==> config.mk <==
export PLATFORM = sky130hd
export DESIGN_NAME = ins_prefetch_buf
export DESIGN_NICKNAME = d
export VERILOG_FILES = /design/src/rtl/ins_prefetch_buf.sv
export SDC_FILE = /design/constraint.sdc
export NUM_CORES = 1
export LEC_CHECK = 0
export CORE_ASPECT_RATIO = 0.75
export CORE_MARGIN = 2
export CORE_UTILIZATION = 37
export CTS_CLUSTER_SIZE = 10
export DETAILED_ROUTE_END_ITERATION = 8
export SYNTH_ARGS = -nofsm -noshare
export SYNTH_HDL_FRONTEND = slang
export SYNTH_SLANG_ARGS = --single-unit
==> constraint.sdc <==
create_clock -name clk -period 6.25 [get_ports clk]
set_clock_uncertainty 0.15 [all_clocks]
set_input_delay 0.625 -clock clk [delete_from_list [all_inputs] [get_ports clk]]
set_output_delay 0.625 -clock clk [all_outputs]
set_load 0.01 [all_outputs]
==> src/rtl/ins_prefetch_buf.sv <==
// Instruction prefetch buffer: runs sequential fetches ahead of the core over a
// req/gnt/rvalid bus and discards stale data on flush or address mismatch.
module ins_prefetch_buf #(
    parameter int unsigned DEPTH    = 4,
    parameter logic [31:0] RESET_PC = 32'h0000_0000
) (
    input  logic        clk,
    input  logic        nrst,
    input  logic        exIns_ren,
    input  logic [31:0] exIns_addr,
    output logic        exIns_valid,
    output logic [31:0] exIns_in,
    input  logic        flush,
    input  logic [31:0] flush_addr,
    output logic        mem_req,
    output logic [31:0] mem_addr,
    input  logic        mem_gnt,
    input  logic        mem_rvalid,
    input  logic [31:0] mem_rdata
);

    localparam int unsigned PW = $clog2(DEPTH);
    localparam int unsigned CW = PW + 1;
    localparam logic [CW:0] DEPTH_C = (CW+1)'(DEPTH);

    typedef enum logic {FETCH, DRAIN} state_e;

    typedef struct packed {
        logic [31:0] addr;
        logic [31:0] data;
    } entry_t;

    state_e        state_q, state_d;
    logic [31:0]   pf_addr_q, pf_addr_d;
    logic [31:0]   mem_addr_q, mem_addr_d;
    logic          mem_req_q, mem_req_d;
    logic [CW-1:0] cnt_q, cnt_d;
    logic [CW-1:0] out_cnt_q, out_cnt_d;
    logic [CW-1:0] drop_cnt_q, drop_cnt_d;
    logic [PW-1:0] rd_ptr_q, rd_ptr_d;
    logic [PW-1:0] wr_ptr_q, wr_ptr_d;
    entry_t        fifo_q [DEPTH];

    logic [31:0]   oldest_addr, expected, target;
    logic          gnt, hit, mismatch, redirect, push, pop;
    logic [CW-1:0] live_out, drops_left;
    logic [CW:0]   credit_used;

    // Core read path; requests since the last redirect are contiguous, so the
    // oldest outstanding address is derived from pf_addr and out_cnt.
    always_comb begin
        oldest_addr = pf_addr_q - 32'({out_cnt_q, 2'b00});
        if (cnt_q != '0)          expected = fifo_q[rd_ptr_q].addr;
        else if (out_cnt_q != '0) expected = oldest_addr;
        else                      expected = pf_addr_q;
        hit         = exIns_ren && (cnt_q != '0) && (exIns_addr == fifo_q[rd_ptr_q].addr) && !flush;
        mismatch    = exIns_ren && (exIns_addr != expected);
        redirect    = flush || mismatch;
        target      = flush ? (flush_addr & 32'hFFFF_FFFC) : exIns_addr;
        exIns_valid = hit;
        exIns_in    = hit ? fifo_q[rd_ptr_q].data : 32'h0;
    end

    always_comb begin
        gnt        = mem_req_q && mem_gnt;
        push       = (state_q == FETCH) && mem_rvalid && !redirect;
        pop        = hit;
        live_out   = out_cnt_q + CW'(gnt) - CW'((state_q == FETCH) && mem_rvalid);
        drops_left = drop_cnt_q - CW'((state_q == DRAIN) && mem_rvalid);

        state_d    = state_q;
        pf_addr_d  = gnt ? pf_addr_q + 32'd4 : pf_addr_q;
        cnt_d      = cnt_q + CW'(push) - CW'(pop);
        out_cnt_d  = live_out;
        drop_cnt_d = drops_left;
        rd_ptr_d   = rd_ptr_q + PW'(pop);
        wr_ptr_d   = wr_ptr_q + PW'(push);

        if (redirect) begin
            // Everything still in flight becomes a response to throw away.
            pf_addr_d  = target;
            cnt_d      = '0;
            out_cnt_d  = '0;
            drop_cnt_d = drops_left + live_out;
            rd_ptr_d   = '0;
            wr_ptr_d   = '0;
            state_d    = (drop_cnt_d != '0) ? DRAIN : FETCH;
        end else if ((state_q == DRAIN) && (drops_left == '0)) begin
            state_d = FETCH;
        end

        credit_used = {1'b0, cnt_d} + {1'b0, out_cnt_d};
        mem_req_d   = (state_d == FETCH) && !redirect && (credit_used < DEPTH_C);
        mem_addr_d  = pf_addr_d;
    end

    always_ff @(posedge clk or negedge nrst) begin
        if (!nrst) begin
            state_q    <= FETCH;
            pf_addr_q  <= RESET_PC;
            mem_addr_q <= RESET_PC;
            mem_req_q  <= 1'b0;
            cnt_q      <= '0;
            out_cnt_q  <= '0;
            drop_cnt_q <= '0;
            rd_ptr_q   <= '0;
            wr_ptr_q   <= '0;
        end else begin
            state_q    <= state_d;
            pf_addr_q  <= pf_addr_d;
            mem_addr_q <= mem_addr_d;
            mem_req_q  <= mem_req_d;
            cnt_q      <= cnt_d;
            out_cnt_q  <= out_cnt_d;
            drop_cnt_q <= drop_cnt_d;
            rd_ptr_q   <= rd_ptr_d;
            wr_ptr_q   <= wr_ptr_d;
        end
    end

    // Entry storage needs no reset; occupancy is tracked by cnt.
    always_ff @(posedge clk) begin
        if (push) begin
            fifo_q[wr_ptr_q] <= '{addr: oldest_addr, data: mem_rdata};
        end
    end

    assign mem_req  = mem_req_q;
    assign mem_addr = mem_addr_q;

endmodule

==> results.cfg <==
[critical_path]
timing.critical_path.slowest_cell_delay_ns = 0.69
timing.reg2reg.worst_path_depth = 21
timing.critical_path.to_type = register
cpMaxStageDelayCell = sky130_fd_sc_hd__or4b_2
timing.critical_path.arrival_ns = 6.34
crit_chain = buf_4 > or4_4 > nor3_4 > nand3_1 > or4b_2 > o211a_1 > nor4_2 > and4b_2 > a21o_1 > and3_1 > inv_1 > ha_1 > inv_1 > ha_1 > fa_1 > xnor2_1 > xnor2_1 > nor3_1 > ha_1 > nor3_1 > and4_1
critPathLaunchType = register
path_common_cell = sky130_fd_sc_hd__ha_1
path_class = reg2reg
critical_path_required_ns = 6.55
timing.critical_path.fanout_max = 8

[die]
start_util_pct = 37.58
placement_rows = 64
core_area_mm2 = 0.04092
num_io_pins = 168
die_area_mm2 = 0.04322
fp.dieH_um = 180.5
die_width_um = 239.4

[run_status]
status = finished clean

[clocking]
cts.sink_count = 303
cts_inserted_buffers = 36
tritoncts_clock_tree = done
cts_max_level = 2
clockRootBuffer = sky130_fd_sc_hd__clkbuf_16
post_cts.repair.setup_buffers = 0
clk_transition_reported_paths_ns = 0.06
clkLatencyLatePin_ns = 0.52
clock_path_buffers = 3

[cells_and_area]
most_common_library_cell_in_the_layout_ignoring_fill_and_taps = sky130_fd_sc_hd__edfxtp_1
area_growth_syn_to_layout_pct = 23.23
layout-drive-gt1-share_pct = 15.31
commonest_cells_after_routing_fill_and_taps_aside = sky130_fd_sc_hd__edfxtp_1 (256), sky130_fd_sc_hd__clkdlybuf4s50_1 (163), sky130_fd_sc_hd__xnor2_1 (87)
insertedDiodeCount = 0
fin_nets = 1433
nFillCells = 3652
postLayoutCoreUtil_pct = 46.31

[logic_synthesis]
synth_compound_gate_area_share_pct = 6.111
ys_warn_count = 0
post_synth_fa_ha_maj_area_fraction_pct = 1.741
synth.lib_cells_used.distinct = 80
synth_simple_gate_area_share_pct = 12.73
post_synth_inst_count = 1133
ys_ff_latch = 303
synth_xor_xnor_area_share_pct = 6.721
synth_mux_area_share_pct = 11.74
synth.yosys.seq_area_share_pct = 57.65
synth_top_area_share_pct = 50.00
netlist_area_mm2 = 0.01538
synth_largest_area_cell = sky130_fd_sc_hd__edfxtp_1
number_of_enable_flip_flop_cells_after_synthesis = 256
synth-async-reset-ratio_pct = 15.51
main_combinational_cell_family_by_area_after_synthesis = simple AND/OR/NAND/NOR gates
ys_top_cells_by_area = sky130_fd_sc_hd__edfxtp_1 (50%), sky130_fd_sc_hd__mux4_2 (8.6%), sky130_fd_sc_hd__dfrtp_1 (7.6%)
synth.avg_cell_area_um2 = 13.57
yosys_most_used_dff = sky130_fd_sc_hd__edfxtp_1
synthesis.nets = 1254

[routing]
final_antenna_net_count = 0
drc_errors = 0
wl_per_cell_um = 24.18
drt-initial-drc-count = 973
drt_first_pass_iters = 5
dr_total_vias = 10460
total_length_of_routed_wires_um = 45630
vias_per_cell = 5.543

[timing]
hold_viol = 0
final.min_clock_period_ns = 6.037
rsz0062_at_grt = false
slew_viol_final = 0
finalSetupViolations = 0
max_slew.worst_pin.slew_ns = 0.8099
achievable_frequency_mhz = 165.6
final_min_period_over_clock_period_pct = 96.59
tns_ns = 0
worst_slew_margin_rel_pct = 46.00

[global_routing]
grt_pass1_vias = 10330
gr_util_met2_pct = 30.16
antenna_found_initial = 1
track_usage_pct = 21.28
overflow_after_grt = 0
wire_length_of_the_first_global_routing_pass_um = 67990
groute.layer.met1.usage_pct = 33.05
grt_most_used_layer = met1
largest_net_degree_at_the_start_of_global_routing = 68
grt_util_met3_pct = 4.887

[flow_run]
max-cap-violations = 0

[pwr]
power.density_cell_area_mw_per_mm2 = 261.0
ir_worst_vdd_v = 0.0001610
leakage_nw = 6.311

[min_path]
hold_path.class = in2async

[placed_design]
place_hpwl_um = 33090
buffer_ports.inserted = 165
globalplace.congestion = 0.9429
-- metrics by stage --
stage                     setup slack (ns)  cell area, µm²  total power (W)  hold slack [ns]  instances
after global placement              0.3570           17900         0.003098           0.4482       1835
after CTS                           0.2553           18920         0.004987          0.06226       1887
after floorplan                     0.6497           15380         0.002774           0.1794       1133
final                               0.2132           18950         0.004945          0.05732       1887
after global routing               0.03256           18950         0.005144          0.08982       1887
after detailed placement            0.3339           17900         0.003104           0.4493       1835
-- Yosys cell counts, types with 18 or more instances --
library cell / number
sky130_fd_sc_hd__xnor2_1: 87
sky130_fd_sc_hd__nor2b_1: 37
sky130_fd_sc_hd__inv_1: 33
sky130_fd_sc_hd__nand3_1: 32
sky130_fd_sc_hd__nor2_1: 43
sky130_fd_sc_hd__mux4_2: 59
sky130_fd_sc_hd__dfrtp_1: 47
sky130_fd_sc_hd__o21ai_1: 22
sky130_fd_sc_hd__mux2i_1: 42
sky130_fd_sc_hd__nor4_1: 18
sky130_fd_sc_hd__clkbuf_1: 58
sky130_fd_sc_hd__edfxtp_1: 256
sky130_fd_sc_hd__and3_1: 18
sky130_fd_sc_hd__nand4_1: 22
sky130_fd_sc_hd__nor3_1: 35
sky130_fd_sc_hd__xor2_1: 31
sky130_fd_sc_hd__nand2_1: 63
-- flip-flops by register name, summed over array words and instances (netlist names) --
register / count
fifo_q: 256
mem_addr: 32
cnt_q: 3
drop_cnt_q: 3
out_cnt_q: 3
rd_ptr_q: 2
wr_ptr_q: 2
mem_req: 1
state_q: 1
-- cell families (layout without fill, tap and decap cells) --
kind of cell / after synthesis / in the layout
mux: 106 / 106
buf+inv: 115 / 308
fa+ha+maj: 19 / 19
flops: 303 / 303
xor+xnor: 118 / 118
compound gates: 132 / 132
simple gates: 340 / 340
-- power by group --
part / internal [W] / total, W / leakage, nW / switching (W)
clock: 0.00110 / 0.00186 / 0.493 / 0.000764
combinational: 0.000319 / 0.000762 / 2.93 / 0.000443
sequential: 0.00227 / 0.00232 / 2.89 / 0.0000551
total: 0.00368 / 0.00494 / 6.31 / 0.00126
-- critical path: cells and delay by family, from the launching register on --
kind	cells	cell delay, ns
simple gates	10	3.29
fa+ha+maj	4	1.15
flops	1	0.42
compound gates	2	0.37
buf+inv	3	0.29
xor+xnor	2	0.27
-- cell type report --
cell class | instances | area (µm²) | share of cell area [%]
flip-flops and latches | 303 | 8871 | 46.82
multi-input cells | 715 | 6057 | 31.97
inverters | 34 | 127.6 | 0.6735
clock buffers | 50 | 996.0 | 5.256
well taps | 561 | 701.9 | 3.704
repair buffers | 222 | 2173 | 11.47
clock inverters | 2 | 21.27 | 0.1123
-- path summary, 6_finish.rpt --
path / from / end / slack, ns
setup / recovery: mem_addr[8] / mem_req / 0.21
hold / removal: nrst / mem_addr[24] / 0.06
setup reg to reg: mem_addr[8] / mem_req / 0.21
hold reg to reg: state_q / state_q / 0.45
max in group asynchronous: nrst / rd_ptr_q[0] / 5.35
min in group clk: state_q / state_q / 0.45
-- metal layers --
layer | share of wire [%] | routed length [µm]
met5 | 0.028 | 13
met4 | 1.8 | 805
met2 | 43 | 19470
met3 | 8.2 | 3728
met1 | 47 | 21620
-- timing repair --
| item | 4_1_cts | 5_1_grt |
|---|---|---|
| hold buffers | 0 | 0 |
| setup endpoints to repair | 0 | 9 |
| resized for setup | 0 | 8 |
Power figures use the tool's default switching activity.
